File: src/rtl/sched_pkg.sv
// Shared types for the command scheduler: command encoding, class priority
// ordering and default timer width.
package sched_pkg;

  typedef enum logic [2:0] {
    NOP = 3'd0,
    ACT = 3'd1,
    RD  = 3'd2,
    WR  = 3'd3,
    PRE = 3'd4,
    REF = 3'd5
  } cmd_t;

  // Higher encoding wins; CLS_NONE means nothing eligible this cycle.
  typedef enum logic [2:0] {
    CLS_NONE = 3'd0,
    CLS_PRE  = 3'd1,
    CLS_ACT  = 3'd2,
    CLS_COL  = 3'd3,
    CLS_REF  = 3'd4
  } cls_t;

  localparam int TMR_W_DEF     = 8;
  localparam int NUM_BANKS_DEF = 4;

endpackage

File: src/rtl/sched_cmd_arbiter_chk.sv
// Simulation checks on the scheduler handshake: one request type per bank and
// at most one grant overall.
module sched_cmd_arbiter_chk #(
  parameter int NUM_BANKS = 4
) (
  input logic                 clk,
  input logic                 rst,
  input logic [NUM_BANKS-1:0] act_req,
  input logic [NUM_BANKS-1:0] rd_req,
  input logic [NUM_BANKS-1:0] wr_req,
  input logic [NUM_BANKS-1:0] pre_req,
  input logic [NUM_BANKS-1:0] ref_req,
  input logic [NUM_BANKS-1:0] act_gnt,
  input logic [NUM_BANKS-1:0] rd_gnt,
  input logic [NUM_BANKS-1:0] wr_gnt,
  input logic [NUM_BANKS-1:0] pre_gnt,
  input logic [NUM_BANKS-1:0] ref_gnt
);

  for (genvar i = 0; i < NUM_BANKS; i++) begin : gen_bank
    a_one_req_type: assert property (@(posedge clk) disable iff (rst)
      $onehot0({act_req[i], rd_req[i], wr_req[i], pre_req[i], ref_req[i]}));
  end

  a_gnt_onehot0: assert property (@(posedge clk)
    $onehot0({act_gnt, rd_gnt, wr_gnt, pre_gnt, ref_gnt}));

endmodule

File: src/rtl/sched_rr_arb.sv
// Round-robin pick of one bank from a request vector, searching upward from
// the shared pointer and wrapping.
module sched_rr_arb #(
  parameter int N     = 4,
  parameter int IDX_W = $clog2(N)
) (
  input  logic [N-1:0]     i_req,
  input  logic [IDX_W-1:0] i_ptr,
  output logic [N-1:0]     o_gnt
);

  logic             w_found;
  logic [IDX_W-1:0] w_idx;

  // First requesting bank at or after the pointer takes the grant
  always_comb begin
    o_gnt   = {N{1'b0}};
    w_found = 1'b0;
    w_idx   = {IDX_W{1'b0}};
    for (int k = 0; k < N; k++) begin
      w_idx        = i_ptr + IDX_W'(k);
      o_gnt[w_idx] = i_req[w_idx] & ~w_found;
      w_found      = w_found | i_req[w_idx];
    end
  end

endmodule

File: src/rtl/sched_cmd_arbiter.sv
// Grants at most one bank command per cycle under class priority, shared
// round-robin and inter-bank timers; issues the winner one cycle later.
module sched_cmd_arbiter
  import sched_pkg::*;
#(
  parameter int NUM_BANKS = NUM_BANKS_DEF,
  parameter int BA_W      = $clog2(NUM_BANKS),
  parameter int RA_W      = 16,
  parameter int CA_W      = 10,
  parameter int ID_W      = 4,
  parameter int LEN_W     = 8,
  parameter int TMR_W     = TMR_W_DEF
) (
  input  logic                       clk,
  input  logic                       rst,
  input  logic [NUM_BANKS-1:0]       act_req,
  input  logic [NUM_BANKS-1:0]       rd_req,
  input  logic [NUM_BANKS-1:0]       wr_req,
  input  logic [NUM_BANKS-1:0]       pre_req,
  input  logic [NUM_BANKS-1:0]       ref_req,
  output logic [NUM_BANKS-1:0]       act_gnt,
  output logic [NUM_BANKS-1:0]       rd_gnt,
  output logic [NUM_BANKS-1:0]       wr_gnt,
  output logic [NUM_BANKS-1:0]       pre_gnt,
  output logic [NUM_BANKS-1:0]       ref_gnt,
  input  logic [NUM_BANKS*RA_W-1:0]  ra_i,
  input  logic [NUM_BANKS*CA_W-1:0]  ca_i,
  input  logic [NUM_BANKS*ID_W-1:0]  id_i,
  input  logic [NUM_BANKS*LEN_W-1:0] len_i,
  input  logic [TMR_W-1:0]           t_rrd_m1,
  input  logic [TMR_W-1:0]           t_ccd_m1,
  input  logic [TMR_W-1:0]           t_wtr_m1,
  input  logic [TMR_W-1:0]           t_rtw_m1,
  input  logic [3:0]                 dfi_wren_lat,
  output logic                       cmd_valid,
  output logic [2:0]                 cmd_type,
  output logic [BA_W-1:0]            cmd_ba,
  output logic [RA_W-1:0]            cmd_ra,
  output logic [CA_W-1:0]            cmd_ca,
  output logic [ID_W-1:0]            cmd_id,
  output logic [LEN_W-1:0]           cmd_len
);

  logic [TMR_W-1:0]     r_rrd_cnt, r_ccd_cnt, r_wtr_cnt, r_rtw_cnt;
  logic [BA_W-1:0]      r_ptr;
  logic                 r_cmd_valid;
  logic [2:0]           r_cmd_type;
  logic [BA_W-1:0]      r_cmd_ba;
  logic [RA_W-1:0]      r_cmd_ra;
  logic [CA_W-1:0]      r_cmd_ca;
  logic [ID_W-1:0]      r_cmd_id;
  logic [LEN_W-1:0]     r_cmd_len;

  logic                 w_act_ok, w_rd_ok, w_wr_ok;
  logic [NUM_BANKS-1:0] w_rd_elig, w_wr_elig, w_act_elig, w_col_elig;
  logic [NUM_BANKS-1:0] w_ref_arb, w_col_arb, w_act_arb, w_pre_arb;
  logic [NUM_BANKS-1:0] w_sel;
  logic [BA_W-1:0]      w_idx;
  logic                 w_any;
  cls_t                 w_cls;
  cmd_t                 w_cmd;
  logic [TMR_W:0]       w_wtr_sum;
  logic [TMR_W-1:0]     w_wtr_load;

  function automatic logic [TMR_W-1:0] f_dec(input logic [TMR_W-1:0] v);
    return (v == {TMR_W{1'b0}}) ? v : v - TMR_W'(1);
  endfunction

  assign w_act_ok   = (r_rrd_cnt == {TMR_W{1'b0}});
  assign w_rd_ok    = (r_ccd_cnt == {TMR_W{1'b0}}) && (r_wtr_cnt == {TMR_W{1'b0}});
  assign w_wr_ok    = (r_ccd_cnt == {TMR_W{1'b0}}) && (r_rtw_cnt == {TMR_W{1'b0}});
  assign w_rd_elig  = rd_req  & {NUM_BANKS{w_rd_ok}};
  assign w_wr_elig  = wr_req  & {NUM_BANKS{w_wr_ok}};
  assign w_act_elig = act_req & {NUM_BANKS{w_act_ok}};
  // RD and WR share one column class so they round-robin against each other
  assign w_col_elig = w_rd_elig | w_wr_elig;

  assign w_wtr_sum  = {1'b0, t_wtr_m1} + {{(TMR_W-3){1'b0}}, dfi_wren_lat};
  assign w_wtr_load = w_wtr_sum[TMR_W] ? {TMR_W{1'b1}} : w_wtr_sum[TMR_W-1:0];

  sched_rr_arb #(.N(NUM_BANKS), .IDX_W(BA_W)) u_arb_ref (
    .i_req(ref_req), .i_ptr(r_ptr), .o_gnt(w_ref_arb));
  sched_rr_arb #(.N(NUM_BANKS), .IDX_W(BA_W)) u_arb_col (
    .i_req(w_col_elig), .i_ptr(r_ptr), .o_gnt(w_col_arb));
  sched_rr_arb #(.N(NUM_BANKS), .IDX_W(BA_W)) u_arb_act (
    .i_req(w_act_elig), .i_ptr(r_ptr), .o_gnt(w_act_arb));
  sched_rr_arb #(.N(NUM_BANKS), .IDX_W(BA_W)) u_arb_pre (
    .i_req(pre_req), .i_ptr(r_ptr), .o_gnt(w_pre_arb));

  // Highest non-empty eligible class wins; nothing is granted under reset
  always_comb begin
    w_cls = CLS_NONE;
    if (rst) begin
      w_cls = CLS_NONE;
    end else if (|w_ref_arb) begin
      w_cls = CLS_REF;
    end else if (|w_col_arb) begin
      w_cls = CLS_COL;
    end else if (|w_act_arb) begin
      w_cls = CLS_ACT;
    end else if (|w_pre_arb) begin
      w_cls = CLS_PRE;
    end else begin
      w_cls = CLS_NONE;
    end
  end

  // Route the winning class's pick onto its grant vector and command code
  always_comb begin
    act_gnt = {NUM_BANKS{1'b0}};
    rd_gnt  = {NUM_BANKS{1'b0}};
    wr_gnt  = {NUM_BANKS{1'b0}};
    pre_gnt = {NUM_BANKS{1'b0}};
    ref_gnt = {NUM_BANKS{1'b0}};
    w_sel   = {NUM_BANKS{1'b0}};
    w_cmd   = NOP;
    case (w_cls)
      CLS_REF: begin
        ref_gnt = w_ref_arb;
        w_sel   = w_ref_arb;
        w_cmd   = REF;
      end
      CLS_COL: begin
        rd_gnt = w_col_arb & w_rd_elig;
        wr_gnt = w_col_arb & w_wr_elig & ~w_rd_elig;
        w_sel  = w_col_arb;
        w_cmd  = (|(w_col_arb & w_rd_elig)) ? RD : WR;
      end
      CLS_ACT: begin
        act_gnt = w_act_arb;
        w_sel   = w_act_arb;
        w_cmd   = ACT;
      end
      CLS_PRE: begin
        pre_gnt = w_pre_arb;
        w_sel   = w_pre_arb;
        w_cmd   = PRE;
      end
      default: begin
        w_sel = {NUM_BANKS{1'b0}};
        w_cmd = NOP;
      end
    endcase
  end

  // Onehot grant to bank index
  always_comb begin
    w_idx = {BA_W{1'b0}};
    for (int k = 0; k < NUM_BANKS; k++) begin
      w_idx = w_idx | (w_sel[k] ? BA_W'(k) : {BA_W{1'b0}});
    end
  end

  assign w_any = |w_sel;

  // Round-robin pointer advances past the granted bank
  always_ff @(posedge clk) begin
    if (rst) begin
      r_ptr <= {BA_W{1'b0}};
    end else if (w_any) begin
      r_ptr <= w_idx + BA_W'(1);
    end else begin
      r_ptr <= r_ptr;
    end
  end

  // Inter-bank timers: load on grant, otherwise count down to zero
  always_ff @(posedge clk) begin
    if (rst) begin
      r_rrd_cnt <= {TMR_W{1'b0}};
      r_ccd_cnt <= {TMR_W{1'b0}};
      r_wtr_cnt <= {TMR_W{1'b0}};
      r_rtw_cnt <= {TMR_W{1'b0}};
    end else begin
      r_rrd_cnt <= (|act_gnt) ? t_rrd_m1 : f_dec(r_rrd_cnt);
      r_ccd_cnt <= (|rd_gnt || |wr_gnt) ? t_ccd_m1 : f_dec(r_ccd_cnt);
      r_rtw_cnt <= (|rd_gnt) ? t_rtw_m1 : f_dec(r_rtw_cnt);
      r_wtr_cnt <= (|wr_gnt) ? w_wtr_load : f_dec(r_wtr_cnt);
    end
  end

  // Issue register toward the DFI command path
  always_ff @(posedge clk) begin
    if (rst || !w_any) begin
      r_cmd_valid <= 1'b0;
      r_cmd_type  <= NOP;
      r_cmd_ba    <= {BA_W{1'b0}};
      r_cmd_ra    <= {RA_W{1'b0}};
      r_cmd_ca    <= {CA_W{1'b0}};
      r_cmd_id    <= {ID_W{1'b0}};
      r_cmd_len   <= {LEN_W{1'b0}};
    end else begin
      r_cmd_valid <= 1'b1;
      r_cmd_type  <= w_cmd;
      r_cmd_ba    <= w_idx;
      r_cmd_ra    <= ra_i[w_idx*RA_W +: RA_W];
      r_cmd_ca    <= ca_i[w_idx*CA_W +: CA_W];
      r_cmd_id    <= id_i[w_idx*ID_W +: ID_W];
      r_cmd_len   <= len_i[w_idx*LEN_W +: LEN_W];
    end
  end

  assign cmd_valid = r_cmd_valid;
  assign cmd_type  = r_cmd_type;
  assign cmd_ba    = r_cmd_ba;
  assign cmd_ra    = r_cmd_ra;
  assign cmd_ca    = r_cmd_ca;
  assign cmd_id    = r_cmd_id;
  assign cmd_len   = r_cmd_len;

  sched_cmd_arbiter_chk #(.NUM_BANKS(NUM_BANKS)) u_chk (
    .clk(clk), .rst(rst),
    .act_req(act_req), .rd_req(rd_req), .wr_req(wr_req),
    .pre_req(pre_req), .ref_req(ref_req),
    .act_gnt(act_gnt), .rd_gnt(rd_gnt), .wr_gnt(wr_gnt),
    .pre_gnt(pre_gnt), .ref_gnt(ref_gnt));

endmodule

File: config.mk
export PLATFORM = sky130hd
export DESIGN_NAME = sched_cmd_arbiter
export DESIGN_NICKNAME = d
export VERILOG_FILES = /design/src/rtl/sched_pkg.sv /design/src/rtl/sched_cmd_arbiter_chk.sv /design/src/rtl/sched_rr_arb.sv /design/src/rtl/sched_cmd_arbiter.sv
export SDC_FILE = /design/constraint.sdc
export NUM_CORES = 1
export LEC_CHECK = 0
export ABC_AREA = 1
export CAP_MARGIN = 20
export CORE_MARGIN = 3
export CORE_UTILIZATION = 35
export CTS_CLUSTER_SIZE = 8
export DETAILED_ROUTE_END_ITERATION = 10
export PLACE_DENSITY = 0.66
export SLEW_MARGIN = 25
export SYNTH_ARGS = -nofsm -noshare
export SYNTH_HDL_FRONTEND = slang
export SYNTH_SLANG_ARGS = --single-unit
File: constraint.sdc
create_clock -name clk -period 4.2 [get_ports clk]
set_input_delay 0.63 -clock clk [delete_from_list [all_inputs] [get_ports clk]]
set_output_delay 0.63 -clock clk [all_outputs]
set_load 0.02 [all_outputs]
=== Yosys cells after proc, flatten, opt, wreduce, memory -nomap -nowiden ===
Cells that the tools add are included.

* Bits in registers: 78
* Bits of input ports: 210
* Output and inout bits: 64

* Add/subtract/negate cells: 9
* Bitwise gates (word level): 46
* Multipliers: 1
* Reductions and logical operators: 22
* Shift operators: 4
* Muxes and demuxes: 78
* Equality and inequality tests: 8
* $lt $le $gt $ge: 8

{| class="wikitable"
|+ Operator list
! cell !! number
|-
| 2-to-1 mux 8 bit || 9
|-
| indexed part select 64 x 7 -> 16 bit || 1
|-
| bitwise mux 4 bit || 12
|-
| bitwise AND 4 bit || 10
|-
| indexed part select 40 x 7 -> 10 bit || 1
|-
| OR reduction 4 bit || 9
|-
| binary-select mux 1 bit (select 2 bit) || 16
|-
| logical NOT 8 bit || 4
|-
| indexed part select 32 x 6 -> 8 bit || 1
|-
| subtractor 8 x 1 -> 8 bit (second input constant) || 4
|-
| 2-to-1 mux 1 bit || 24
|-
| 2-to-1 mux 4 bit || 5
|-
| one-hot mux 4 bit (4 select lines) || 1
|-
| indexed part select 16 x 5 -> 4 bit || 1
|-
| bitwise AND 1 bit || 12
|-
| less-than comparator 2 x 3 -> 1 bit (second input constant) || 4
|-
| NOT 1 bit || 12
|-
| one-hot mux 3 bit (4 select lines) || 1
|-
| adder 8 x 4 -> 9 bit || 1
|-
| demux 1 bit (select 2 bit) || 4
|-
| >= comparator 2 x 1 -> 1 bit (second input constant) || 4
|-
| 2-to-1 mux 2 bit || 4
|-
| != test 2 x 1 -> 1 bit (second input constant) || 4
|-
| OR 1 bit || 8
|-
| 14 further kinds || 24
|}

=== Longest topological paths before layout ===
* Depth after elaboration: 22
* Depth in mapped cells: 31
* Gate-level depth less buffers: 29

=== Modules after synthesis ===
A second synthesis with hierarchy kept.

* Cells, all modules: 1,193
* Area total of the unflattened synthesis: 7,353.3 sq um

{| class="wikitable"
|+ By module, submodules not included
! module !! times used !! area an instance (sq um) !! cells an instance
|-
| sched_cmd_arbiter || 1 || 5,531.6 || 865
|-
| sched_rr_arb || 4 || 455.4 || 82
|}

=== Worst setup path after synthesis ===
OpenSTA, ideal clock, no wires.

* Kind: register to output
* Start: register r_ptr[0]
* End: output pre_gnt[0]
* Slack: 0.348 ns
* Stages on the path, launching flop included: 16
* Buffers on the path: 4
* Arrival time: 3.222 ns
* Data required time: 3.570 ns
* Cells stage by stage: dfxtp_1 > buf_2 > inv_1 > buf_2 > ha_1 > inv_1 > clkbuf_1 > o21ai_0 > nand4_1 > inv_1 > a22oi_1 > nand4_1 > nor2_1 > buf_2 > nand2_1 > nor3b_1

* Longest elaborated chain between the ends: 16

{| class="wikitable"
|+ RTL lines
! item !! RTL line !! source
|-
| start, declared || sched_cmd_arbiter.sv:45 || <nowiki>logic [BA_W-1:0] r_ptr;</nowiki>
|-
| start signal, assigned || sched_cmd_arbiter.sv:159 || <nowiki>r_ptr <= {BA_W{1'b0}};</nowiki>
|-
| start signal, assigned || sched_cmd_arbiter.sv:161 || <nowiki>r_ptr <= w_idx + BA_W'(1);</nowiki>
|-
| start signal, assigned || sched_cmd_arbiter.sv:163 || <nowiki>r_ptr <= r_ptr;</nowiki>
|-
| adder 2 x 1 -> 2 bit (tied with other cells) || sched_rr_arb.sv:21 || <nowiki>w_idx = i_ptr + IDX_W'(k);</nowiki>
|-
| less-than comparator 2 x 3 -> 1 bit (not written as such) (tied with other cells) || sched_rr_arb.sv:22 || <nowiki>o_gnt[w_idx] = i_req[w_idx] & ~w_found;</nowiki>
|-
| logical AND 1 bit (not written as such) (tied with other cells) || sched_rr_arb.sv:22 ||
|-
| 2-to-1 mux 1 bit (not written as such) (tied with other cells) || sched_rr_arb.sv:22 ||
|-
| demux 1 bit (select 2 bit) (tied with other cells) || - ||
|-
| bitwise mux 4 bit (tied with other cells) || sched_rr_arb.sv:22 ||
|-
| bitwise mux 4 bit or bitwise AND 1 bit (tied branches) || sched_rr_arb.sv:22 ||
|-
| bitwise mux 4 bit || sched_rr_arb.sv:22 ||
|-
| OR reduction 4 bit || sched_cmd_arbiter.sv:101 || <nowiki>end else if (|w_pre_arb) begin</nowiki>
|-
| 2-to-1 mux 1 bit || sched_cmd_arbiter.sv:101 ||
|-
| 2-to-1 mux 2 bit || sched_cmd_arbiter.sv:99 || <nowiki>end else if (|w_act_arb) begin</nowiki>
|-
| 2-to-1 mux 2 bit || sched_cmd_arbiter.sv:97 || <nowiki>end else if (|w_col_arb) begin</nowiki>
|-
| 2-to-1 mux 3 bit || sched_cmd_arbiter.sv:95 || <nowiki>end else if (|w_ref_arb) begin</nowiki>
|-
| 2-to-1 mux 3 bit || sched_cmd_arbiter.sv:93 || <nowiki>if (rst) begin</nowiki>
|-
| == test 3 x 1 -> 1 bit || sched_cmd_arbiter.sv:117 || <nowiki>case (w_cls)</nowiki>
|-
| 2-to-1 mux 4 bit (*) || sched_cmd_arbiter.sv:117 ||
|-
| end, declared || sched_cmd_arbiter.sv:24 || <nowiki>output logic [NUM_BANKS-1:0] pre_gnt,</nowiki>
|}

Every way passes the cells marked *; elsewhere a longest branch is shown, timed or not. The select of a mux whose other input is x is not followed.

=== Worst setup path in the final report ===
* Start: input ref_req[2]
* End: output wr_gnt[3]

* Longest elaborated chain between the ends: 12

{| class="wikitable"
|+ RTL lines
! item !! RTL line !! source
|-
| start, declared || sched_cmd_arbiter.sv:20 || <nowiki>input logic [NUM_BANKS-1:0] ref_req,</nowiki>
|-
| binary-select mux 1 bit (select 2 bit) || sched_rr_arb.sv:22, sched_rr_arb.sv:23 ||
|-
| 2-to-1 mux 1 bit (not written as such) || sched_rr_arb.sv:22, sched_rr_arb.sv:23 ||
|-
| NOT 1 bit or OR 1 bit (tied branches) || sched_rr_arb.sv:22, sched_rr_arb.sv:23 ||
|-
| bitwise AND 1 bit (tied with other cells) || sched_rr_arb.sv:22 ||
|-
| bitwise mux 4 bit (tied with other cells) || sched_rr_arb.sv:22 ||
|-
| bitwise mux 4 bit or bitwise AND 1 bit (tied branches) || sched_rr_arb.sv:22 ||
|-
| bitwise mux 4 bit (*) || sched_rr_arb.sv:22 ||
|-
| OR reduction 4 bit (*) || sched_cmd_arbiter.sv:95 ||
|-
| 2-to-1 mux 3 bit (*) || sched_cmd_arbiter.sv:95 ||
|-
| 2-to-1 mux 3 bit (*) || sched_cmd_arbiter.sv:93 ||
|-
| == test 3 x 2 -> 1 bit (*) || sched_cmd_arbiter.sv:117 ||
|-
| 2-to-1 mux 4 bit (*) || sched_cmd_arbiter.sv:117 ||
|-
| end, declared || sched_cmd_arbiter.sv:23 || <nowiki>output logic [NUM_BANKS-1:0] wr_gnt,</nowiki>
|}

Marked as above.

==> run summary <==
outcome - finished clean
fill cell count - 2038
Synth Area per Inst - 5.87 µm²
critical path arrival - 3.29 ns
max frequency - 255 MHz
syn_nets - 1458
layout cell share with drive strength beyond 1 - 10.5%
mean routed wirelength per cell - 14.4 µm
Post-route DRC - 0
DP Wirelength - 20.7 mm
top_reg_cell synth - dfxtp_1
via count of the routed design - 8753
first-pass GRT wire length - 40.7 mm
Worst-path clk slew - 0.06 ns
CP peak stage delay - 0.45 ns
worst-skew pair later-pin latency - 0.35 ns
Max-cap violations - 0
Max VDD drop - 0.692 mV
post-layout min period - 3.92 ns
Sink Count - 78
die width - 149 µm
FF-to-FF setup slack - 0.43 ns
Area growth syn-to-layout - 52.8%
leading area contributor after synthesis - dfxtp_1
Final Wtd Congestion - 0.984
Req. time, crit path - 3.57 ns
Seq cells post-synth - 78
hold buffer count at CTS - 0
Mapped Cells - 1228
worst-margin pin slew - 0.401 ns
CTS H-tree depth - 3
Post-synth ARST share - 0%
crit start category - primary input
Final Cell Area - 11000 µm²
total grt overflow - 0
antenna-violating nets left - 0
Die ar. - 22300 µm²
P per Cell Area - 925 nW/µm²
clock buffer depth - 2
number of antenna violations at the first check in global routing - 1
final setup violating endpoints - 0
critical path's slowest cell - clkdlybuf4s50_1
CTS tree - built
Synth Warn # - 0
CTS root buffer - clkbuf_16
Max Transition Viols Final - 0
largest net degree at the start of global routing - 53
DRT Pass-1 Iters - 5
vias in the first global route - 8292
proportion of netlist area held by the largest area contributor - 21.7%
sequential share of the synthesized area - 21.7%
Inserted Clock Buffers - 9
Yosys cell types - 46
EDFF count, synth - 0
post-route clock period utilization - 93.4%
Routed Wire Length - 26.2 mm
Final Hold Fails - 0
num rows - 51
Core Box Area - 19800 µm²
Die H - 149 µm
Cell Chain, Critical Path - clkdlybuf4s50_1 > inv_1 > o21ai_0 > inv_1 > nand2_1 > nand2_1 > inv_1 > nor2_1 > o221ai_1 > nand3_1 > o21ai_0 > nand4_1 > nor2_2 > buf_4 > buf_12 > nand4_1 > nor2_1 > clkbuf_2
CP Capture Type - output port
slew margin rel. - 73.3%
pre-CTS setup slack - -0.154 ns
Clock Skew - 0.0120 ns
drt initial violations - 437
Net count, final - 1774
I/O Buffers - 273
HP Class - reg -> reg
vias per std cell - 4.82
CP max FO - 12
final setup margin - 0.277 ns
leakage power - 0.00549 µW
Tot GR Track Use - 22.6%
kind of critical path - in -> out
most numerous cell on the critical path - inv_1
top cells by area, synth - dfxtp_1 (22%), nand2_1 (15%), nand3_1 (12%)
placed cell area - 10700 µm²
Starting Density - 36.3%
cell area after synthesis - 7200 µm²
I/O pin total - 274
fin util - 55.5%
[placed cells by master, fill, tap and decap left out, types with 40 or more instances in the layout]
cell	count
a21oi_1	71
o21ai_0	48
dfxtp_1	78
nand2_1	294
clkdlybuf4s50_1	254
nand3_1	174
nand3b_1	40
inv_1	212
nor2_1	88
buf_4	80
[per-layer routing]
metal / share of wire [%] / track usage, %
met2: 49 / 39.6
met5: 0 / 0
met1: 39 / 25.4
met4: 2.0 / 6.13
met3: 9.7 / 9.21
[metrics by stage]
stage	total power (µW)	instances	hold WS (ns)	TNS (ns)
finish	10200	1815	0.505	0
global route	11200	1815	0.529	-0.00240
CTS	10200	1813	0.507	0
detailed placement	9320	1797	0.498	-1.65
global placement	9250	1797	0.491	-0.677
floorplan	6610	1228	0.474	0
[synthesized netlist by cell type, types with 2 or more instances]
| master | number |
|---|---|
| nand4_1 | 21 |
| a211oi_1 | 3 |
| a22oi_1 | 9 |
| nand2_1 | 294 |
| buf_2 | 18 |
| clkinv_1 | 2 |
| nor4b_1 | 4 |
| a21oi_1 | 72 |
| xor2_1 | 10 |
| nor2_4 | 7 |
| nand3b_1 | 40 |
| buf_6 | 7 |
| nor3_1 | 11 |
| nor2_2 | 6 |
| dfxtp_1 | 78 |
| nand3_2 | 5 |
| xnor2_1 | 13 |
| buf_1 | 5 |
| inv_2 | 2 |
| or3_1 | 2 |
| clkbuf_1 | 22 |
| buf_4 | 5 |
| nand3_4 | 4 |
| o211ai_1 | 3 |
| o31ai_1 | 3 |
| o21ai_0 | 49 |
| nand2_2 | 10 |
| or2_2 | 2 |
| o22ai_1 | 4 |
| o21ai_1 | 8 |
| ha_1 | 19 |
| inv_1 | 213 |
| nand3_1 | 174 |
| nor2_1 | 91 |
[worst max-delay path, delay by kind of cell]
| family | cells | cell delay (ns) |
|---|---|---|
| buf+inv | 7 | 1.11 |
| simple gates | 8 | 1.04 |
| compound gates | 3 | 0.51 |
[layout make-up]
type	instances	area (µm²)	share of cell area, %
diodes	1	2.50	0.0227
clock buffers	11	243	2.21
clock inverters	5	82.6	0.750
inverters	217	815	7.40
multi-input cells	875	4520	41.0
flip-flops and latches	78	1560	14.2
well taps	265	332	3.01
repair buffers	363	3450	31.4
[report_power, final]
| group | internal [µW] | total (µW) | switching, µW |
|---|---|---|---|
| Combinational | 3310 | 8040 | 4730 |
| Clock | 537 | 866 | 329 |
| Sequential | 1120 | 1270 | 150 |
[final timing paths]
check / to / start / depth (start not counted)
max: wr_gnt[3] / ref_req[2] / 18
min: r_rrd_cnt[1]$_SDFFE_PP0P_ / r_rrd_cnt[1]$_SDFFE_PP0P_ / 2
max reg2reg: cmd_ra[10]$_SDFF_PP0_ / r_ccd_cnt[1]$_SDFFE_PP0P_ / 30
min reg2reg: r_rrd_cnt[1]$_SDFFE_PP0P_ / r_rrd_cnt[1]$_SDFFE_PP0P_ / 2
[flip-flops by register name, indices dropped and copies added, names as in the netlist]
register and cells:
cmd_id 4, cmd_len 8, cmd_type 3, cmd_valid 1
r_wtr_cnt 8, cmd_ra 16, r_rtw_cnt 8, cmd_ba 2
cmd_ca 10, r_ptr 2, r_rrd_cnt 8, r_ccd_cnt 8
[cell families (layout without fill, tap and decap cells)]
kind of cell / count (synthesis) / after routing / share of synthesized area [%]
buf+inv: 275 / 596 / 15.8
xor+xnor: 23 / 23 / 2.80
flops: 78 / 78 / 21.7
fa+ha+maj: 20 / 20 / 3.58
other cells: 0 / 1 / 0
simple gates: 675 / 675 / 44.3
compound gates: 157 / 157 / 11.8
[timing repair]
action                     4_1_cts  5_1_grt
gates resized for setup         18       38
pin swaps                        0        2
cloned                           0        0
buffers inserted                 0        1
setup endpoints to repair       15       18
Note: power is estimated with default switching activity, not from simulation.
